--- config.mk ---
export PLATFORM = sky130hd
export DESIGN_NAME = fetch_stage
export DESIGN_NICKNAME = d
export VERILOG_FILES = /design/src/rtl/riscv_pkg.sv /design/src/rtl/fetch_buf.sv /design/src/rtl/fetch_stage.sv
export SDC_FILE = /design/constraint.sdc
export NUM_CORES = 1
export LEC_CHECK = 0
export ABC_CLOCK_PERIOD_IN_PS = 11600
export CAP_MARGIN = 0
export CORE_MARGIN = 3
export CORE_UTILIZATION = 35
export DETAILED_ROUTE_END_ITERATION = 12
export SETUP_SLACK_MARGIN = 0.4
export SYNTH_ARGS = -nofsm -noshare
export SYNTH_HDL_FRONTEND = slang
export SYNTH_SLANG_ARGS = --single-unit
export TNS_END_PERCENT = 10
--- constraint.sdc ---
create_clock -name clk -period 11.6 [get_ports clk]
set_input_delay 1.74 -clock clk [delete_from_list [all_inputs] [get_ports clk]]
set_output_delay 1.74 -clock clk [all_outputs]
set_load 0.01 [all_outputs]
--- src/rtl/riscv_pkg.sv ---
// Shared definitions for the RV32I core pipeline.
// Holds fetch constants and the fetch FSM state type.
package riscv_pkg;

   localparam logic [31:0] NOP_INSTR = 32'h0000_0013;
   localparam logic [31:0] RESET_PC  = 32'h0000_0000;

   typedef enum logic {
      RUN   = 1'b0,
      DRAIN = 1'b1
   } fetch_state_e;

endpackage

--- src/rtl/fetch_buf.sv ---
// Fetch ring buffer: entries allocated on request, filled on response,
// freed on pop; reports occupancy and outstanding (allocated, unfilled).
module fetch_buf #(
   parameter  int DEPTH = 4,
   localparam int AW    = $clog2(DEPTH),
   localparam int PW    = AW + 1
) (
   input  logic          clk,
   input  logic          rst,
   input  logic          flush,
   input  logic          alloc_en,
   input  logic [31:0]   alloc_pc,
   input  logic          fill_en,
   input  logic [31:0]   fill_data,
   input  logic          pop_en,
   output logic          head_valid,
   output logic [31:0]   head_pc,
   output logic [31:0]   head_instr,
   output logic [PW-1:0] occupancy,
   output logic [PW-1:0] outstanding
);

   logic [PW-1:0]    alloc_q, alloc_d;
   logic [PW-1:0]    fill_q, fill_d;
   logic [PW-1:0]    head_q, head_d;
   logic [DEPTH-1:0] filled_q, filled_d;
   logic [31:0]      pc_q [DEPTH];
   logic [31:0]      pc_d [DEPTH];
   logic [31:0]      instr_q [DEPTH];
   logic [31:0]      instr_d [DEPTH];

   assign occupancy   = alloc_q - head_q;
   assign outstanding = alloc_q - fill_q;
   assign head_valid  = filled_q[head_q[AW-1:0]];
   assign head_pc     = pc_q[head_q[AW-1:0]];
   assign head_instr  = instr_q[head_q[AW-1:0]];

   // Pointer, fill-flag and payload updates; flush empties the ring
   always_comb begin
      alloc_d  = alloc_q;
      fill_d   = fill_q;
      head_d   = head_q;
      filled_d = filled_q;
      pc_d     = pc_q;
      instr_d  = instr_q;
      if (flush) begin
         alloc_d  = '0;
         fill_d   = '0;
         head_d   = '0;
         filled_d = '0;
      end else begin
         if (alloc_en) begin
            pc_d[alloc_q[AW-1:0]] = alloc_pc;
            alloc_d = alloc_q + PW'(1);
         end
         if (fill_en) begin
            instr_d[fill_q[AW-1:0]]  = fill_data;
            filled_d[fill_q[AW-1:0]] = 1'b1;
            fill_d = fill_q + PW'(1);
         end
         if (pop_en) begin
            filled_d[head_q[AW-1:0]] = 1'b0;
            head_d = head_q + PW'(1);
         end
      end
   end

   // Control state with synchronous reset
   always_ff @(posedge clk) begin
      if (rst) begin
         alloc_q  <= '0;
         fill_q   <= '0;
         head_q   <= '0;
         filled_q <= '0;
      end else begin
         alloc_q  <= alloc_d;
         fill_q   <= fill_d;
         head_q   <= head_d;
         filled_q <= filled_d;
      end
   end

   // Payload storage needs no reset; fill flags guard it
   always_ff @(posedge clk) begin
      pc_q    <= pc_d;
      instr_q <= instr_d;
   end

endmodule

--- src/rtl/fetch_stage.sv ---
// Instruction fetch front end: PC, request channel, redirect drain FSM.
// Optional FETCH_PERF_EN adds pop and redirect counters.
module fetch_stage #(
   parameter logic [31:0] RESET_PC = riscv_pkg::RESET_PC,
   parameter int          DEPTH    = 4
) (
   input  logic        clk,
   input  logic        rst,
   output logic        imem_req_valid,
   input  logic        imem_req_ready,
   output logic [31:0] imem_req_addr,
   input  logic        imem_rsp_valid,
   input  logic [31:0] imem_rsp_data,
   input  logic        redirect_valid,
   input  logic [31:0] redirect_pc,
   output logic [31:0] InstrD,
   output logic [31:0] PCD,
   output logic [31:0] PCPlus4D,
   output logic        ValidD,
   input  logic        StallD
`ifdef FETCH_PERF_EN
   ,
   output logic [31:0] perf_fetch_cnt,
   output logic [31:0] perf_redirect_cnt
`endif
);

   import riscv_pkg::*;

   localparam int PW = $clog2(DEPTH) + 1;

   fetch_state_e  state_q, state_d;
   logic [31:0]   pc_q, pc_d;
   logic [PW-1:0] drop_q, drop_d;

   logic          req_fire, rsp_take, rsp_hit, pop, flush;
   logic          head_valid;
   logic [31:0]   head_pc, head_instr, redir_pc;
   logic [PW-1:0] occupancy, outstanding;

   assign redir_pc = redirect_pc & ~32'h3;
   assign rsp_hit  = imem_rsp_valid && (outstanding != '0);

   assign imem_req_valid = !rst && (state_q == RUN) &&
                           (occupancy < PW'(DEPTH)) && !redirect_valid;
   assign imem_req_addr  = pc_q;
   assign req_fire = imem_req_valid && imem_req_ready;
   assign flush    = !rst && redirect_valid;
   assign rsp_take = !rst && !redirect_valid && (state_q == RUN) && rsp_hit;
   assign pop      = !rst && !redirect_valid && head_valid && !StallD;

   assign ValidD   = head_valid;
   assign InstrD   = head_valid ? head_instr : NOP_INSTR;
   assign PCD      = head_valid ? head_pc : 32'h0;
   assign PCPlus4D = head_valid ? head_pc + 32'd4 : 32'h0;

   fetch_buf #(.DEPTH(DEPTH)) u_buf (
      .clk         (clk),
      .rst         (rst),
      .flush       (flush),
      .alloc_en    (req_fire),
      .alloc_pc    (pc_q),
      .fill_en     (rsp_take),
      .fill_data   (imem_rsp_data),
      .pop_en      (pop),
      .head_valid  (head_valid),
      .head_pc     (head_pc),
      .head_instr  (head_instr),
      .occupancy   (occupancy),
      .outstanding (outstanding)
   );

   // Next PC, drain count and state; a response during redirect is dropped
   always_comb begin
      state_d = state_q;
      pc_d    = pc_q;
      drop_d  = drop_q;
      unique case (state_q)
         RUN: begin
            if (redirect_valid) begin
               pc_d   = redir_pc;
               drop_d = outstanding - PW'(rsp_hit);
               if (drop_d != '0) state_d = DRAIN;
            end else if (req_fire) begin
               pc_d = pc_q + 32'd4;
            end
         end
         DRAIN: begin
            if (redirect_valid) pc_d = redir_pc;
            if (imem_rsp_valid && (drop_q != '0)) begin
               drop_d = drop_q - PW'(1);
               if (drop_d == '0) state_d = RUN;
            end
         end
      endcase
   end

   // PC, FSM and drain counter registers
   always_ff @(posedge clk) begin
      if (rst) begin
         state_q <= RUN;
         pc_q    <= RESET_PC;
         drop_q  <= '0;
      end else begin
         state_q <= state_d;
         pc_q    <= pc_d;
         drop_q  <= drop_d;
      end
   end

   // A response with nothing outstanding is a memory protocol error
   assert property (@(posedge clk) disable iff (rst)
      (state_q == RUN && imem_rsp_valid) |-> (outstanding != '0));

`ifdef FETCH_PERF_EN
   logic [31:0] perf_fetch_q, perf_fetch_d;
   logic [31:0] perf_redir_q, perf_redir_d;

   assign perf_fetch_cnt    = perf_fetch_q;
   assign perf_redirect_cnt = perf_redir_q;

   // Wrapping counts of pops and redirect cycles
   always_comb begin
      perf_fetch_d = perf_fetch_q + 32'(pop);
      perf_redir_d = perf_redir_q + 32'(flush);
   end

   // Counter registers
   always_ff @(posedge clk) begin
      if (rst) begin
         perf_fetch_q <= '0;
         perf_redir_q <= '0;
      end else begin
         perf_fetch_q <= perf_fetch_d;
         perf_redir_q <= perf_redir_d;
      end
   end
`else
   // Counters are absent in this build
`endif

endmodule
==> metrics.md <==
| Metric | Value |
|---|---|
| Post-synth EDFFs | `248` |
| Clock buffer depth | `3` |
| Synth warnings | `0` |
| Final Setup Violations | `0` |
| Worst clock skew | `0.0147 ns` |
| Ports | `200` |
| Initial antenna violation count | `0` |
| Die Y | `199 microns` |
| Maxcap violations | `0` |
| CP Launch Type | `flip-flop` |
| CP dominant cell by count | `buf_4` |
| Worst Path Buf+Inv | `5` |
| Initial DRC Count | `595` |
| Slew Viols, Final | `0` |
| Synth area leaders | `edfxtp_1 57%, mux4_2 11%, dfxtp_1 7.2%` |
| Vias in the first global route | `7,855` |
| Final hold vios | `0` |
| Maximum fanout along the worst path | `48` |
| # DRC | `0` |
| Clock transition at path regs | `0.06 ns` |
| Post-layout util | `0.448` |
| Fmax | `162 MHz` |
| Synth unique cells | `61` |
| Port bufs | `191` |
| Ys async rst share | `0` |
| Filler cells | `3,240` |
| Netlist Area Pre-Place | `13,000 sq um` |
| Placement row count | `70` |
| Lkg Pwr | `5.28 nW` |
| Root Driver | `clkbuf_16` |
| Final non-filler cell total | `1,578` |
| Initial Util | `0.356` |
| R2r setup slk | `7.81 ns` |
| Status | `finished, final reports clean` |
| Syn_area_per_cell | `14.5 sq um` |
| Crit path DAT | `4.45 ns` |
| Nets@finish | `1,177` |
| Cell taking the most area after synthesis | `edfxtp_1` |
| Post-CTS Setup Repair Bufs | `0` |
| # resized after CTS | `0` |
| Unrepaired setup endpoints after global routing | `false` |
| DP Wirelength | `19,900 microns` |
| Synth Instances | `897` |
| Multi-input gate area | `4380 sq um` |
| Ratio of cells with drive above 1 in the final layout | `0.124` |
| Top_reg_cell synth | `edfxtp_1` |
| Hold WC Path Type | `reg2reg` |
| Critical path, cell by cell | `buf_4 > mux2_2 > buf_4 > inv_1 > buf_4 > and2_1 > clkdlybuf4s50_1` |
| Kind of critical path | `reg2out` |
| Die area | `39,600 sq um` |
| Post-DR vias/cell | `5.13` |
| Largest net degree at the start of global routing | `49` |
| Highest-count cells in the layout ignoring fill and taps | `248 x edfxtp_1, 191 x clkdlybuf4s50_1, 71 x nor2_1` |
| Routed WL per cell | `19.4 microns` |
| Tot Pwr | `2.35 mW` |
| Placed Cells | `1,520` |
| VDD IR max | `105 uV` |
| Worst setup EP type | `primary output` |
| Detail Route Antenna Nets | `0` |
| Worst path max stage delay | `0.76 ns` |
| Grt ovf | `0` |
| Commonest non-fill, non-tap cell in the layout | `edfxtp_1` |
| Slew Limit Headroom | `0.275` |
| Total GRT Usage | `0.152` |
| Top-area cell type share of the netlist area | `0.571` |
| Routed vias | `8,103` |
| Later-pin clock latency in the skew report | `0.56 ns` |
| Final worst path period need | `6.19 ns` |
| PwrDens | `143 nW/um^2` |
| Final Routed Wirelength | `30,600 microns` |
| Worst EP required | `9.86 ns` |
| Number of buffers created by CTS | `31` |
| Worst Max-Slew Pin Slew | `1.09 ns` |
| CORE AREA | `36,700 sq um` |
| Layout area overhead | `26.1%` |
| 1st-pass router iterations | `5` |
| # H-tree levels | `1` |
| Global-route wire length before repair | `46,600 microns` |
| TritonCTS clock tree | `done` |
| Post-route setup TNS | `0 ns` |
| Register area share after synthesis | `0.643` |
| CP max-delay cell | `buf_4` |
| FF/Latch Area | `8390 sq um` |
| Final worst-path cycle share | `0.533` |
| Die width | `199 microns` |
| CTS sink cnt | `295` |
| Synth Register Bits | `295` |
| Hold_buf cts | `0` |
| GPL Wtd Cong | `0.776` |
| Largest delay contributor family on the critical path | `buffers and inverters` |
-- Yosys cell counts, types with 3 or more instances --
master and number:
o21ai_0 25, buf_2 9, xor2_1 25, inv_1 20, and3_1 11, o31ai_1 7
mux4_2 61, nand2_1 50, nor3_1 10, and2_1 71, nand4_1 15, edfxtp_1 248
a21o_1 3, nand3_1 26, or3_1 5, a21oi_1 36, clkbuf_1 28, mux2i_1 3
dfxtp_1 47, o22ai_1 6, nand2b_1 6, nor2_1 72, ha_1 21, a22oi_1 6
a31oi_1 3, o32ai_1 3, a211oi_1 15, buf_4 8, xnor2_1 13
-- where the power goes --
part / total [mW] / switching, mW / internal (mW) / leakage, nW
combinational: 0.139 / 0.0717 / 0.0672 / 2.13
clock: 1.01 / 0.397 / 0.617 / 0.506
sequential: 1.20 / 0.0312 / 1.17 / 2.64
total: 2.35 / 0.500 / 1.85 / 5.28
-- worst reg2reg max path: stages, from the launching register on --
cell and delay (ns):
dfxtp_4 0.70, buf_4 0.77, nand2b_1 0.28, a21o_1 0.27
xnor2_1 0.34, and3_1 0.31, and2_2 0.73
-- per-layer routing --
layer  routed length, microns  share of wire  vias to the layer above  track usage
met1                    14400           0.47                     4022        0.227
met3                     1650          0.054                       37       0.0224
met4                      511          0.017                        0       0.0338
li1                         -              -                     3795            -
met2                    14000           0.46                      249        0.235
met5                        0              0                        -            0
-- registers in the layout, summed over array words and instances, names as in the netlist --
register        flops
u_buf.instr_q     128
u_buf.pc_q        120
imem_req_addr      30
u_buf.filled_q      4
drop_q              3
u_buf.alloc_q       3
u_buf.fill_q        3
u_buf.head_q        3
state_q             1
-- cell type report --
cell class                      count  share of cell area
Inverter                           20             0.00456
Antenna cell                        1            0.000152
Multi-Input combinational cell    538               0.266
Clock inverter                     15              0.0130
Sequential cell                   295               0.510
Tap cell                          468              0.0356
Timing Repair Buffer              199               0.120
Clock buffer                       42              0.0509
-- metrics by stage --
| step | hold slack (ns) | setup slack, ns | cell area, sq um |
|---|---|---|---|
| 3_3_place_gp | 0.474 | 5.59 | 15400 |
| 3_5_place_dp | 0.478 | 5.61 | 15400 |
| 2_1_floorplan | 0.457 | 7.37 | 13100 |
| 6_report | 0.486 | 5.41 | 16500 |
| 5_1_grt | 0.515 | 4.96 | 16500 |
| 4_1_cts | 0.491 | 5.22 | 16500 |
-- logic make-up (layout without fill, tap and decap cells) --
family | Yosys count | after routing | synth area share
AND/OR/NAND/NOR | 288 | 288 | 0.117
AO/OA/AOI/OAI | 118 | 118 | 0.0577
adder cells (fa/ha/maj) | 22 | 22 | 0.0217
multiplexers | 66 | 66 | 0.110
other | 1 | 7 | 0.000287
buffers and inverters | 69 | 276 | 0.0242
XOR/XNOR | 38 | 38 | 0.0255
flip-flops | 295 | 295 | 0.643
-- path summary, 6_finish.rpt --
check             startpoint  cells past startpoint             end
max          u_buf.head_q[0]                      7      InstrD[20]
min                drop_q[1]                      2       drop_q[1]
max reg2reg  u_buf.head_q[0]                      6  u_buf.pc_q[34]
min reg2reg        drop_q[1]                      2       drop_q[1]
Power figures use the tool's default switching activity.
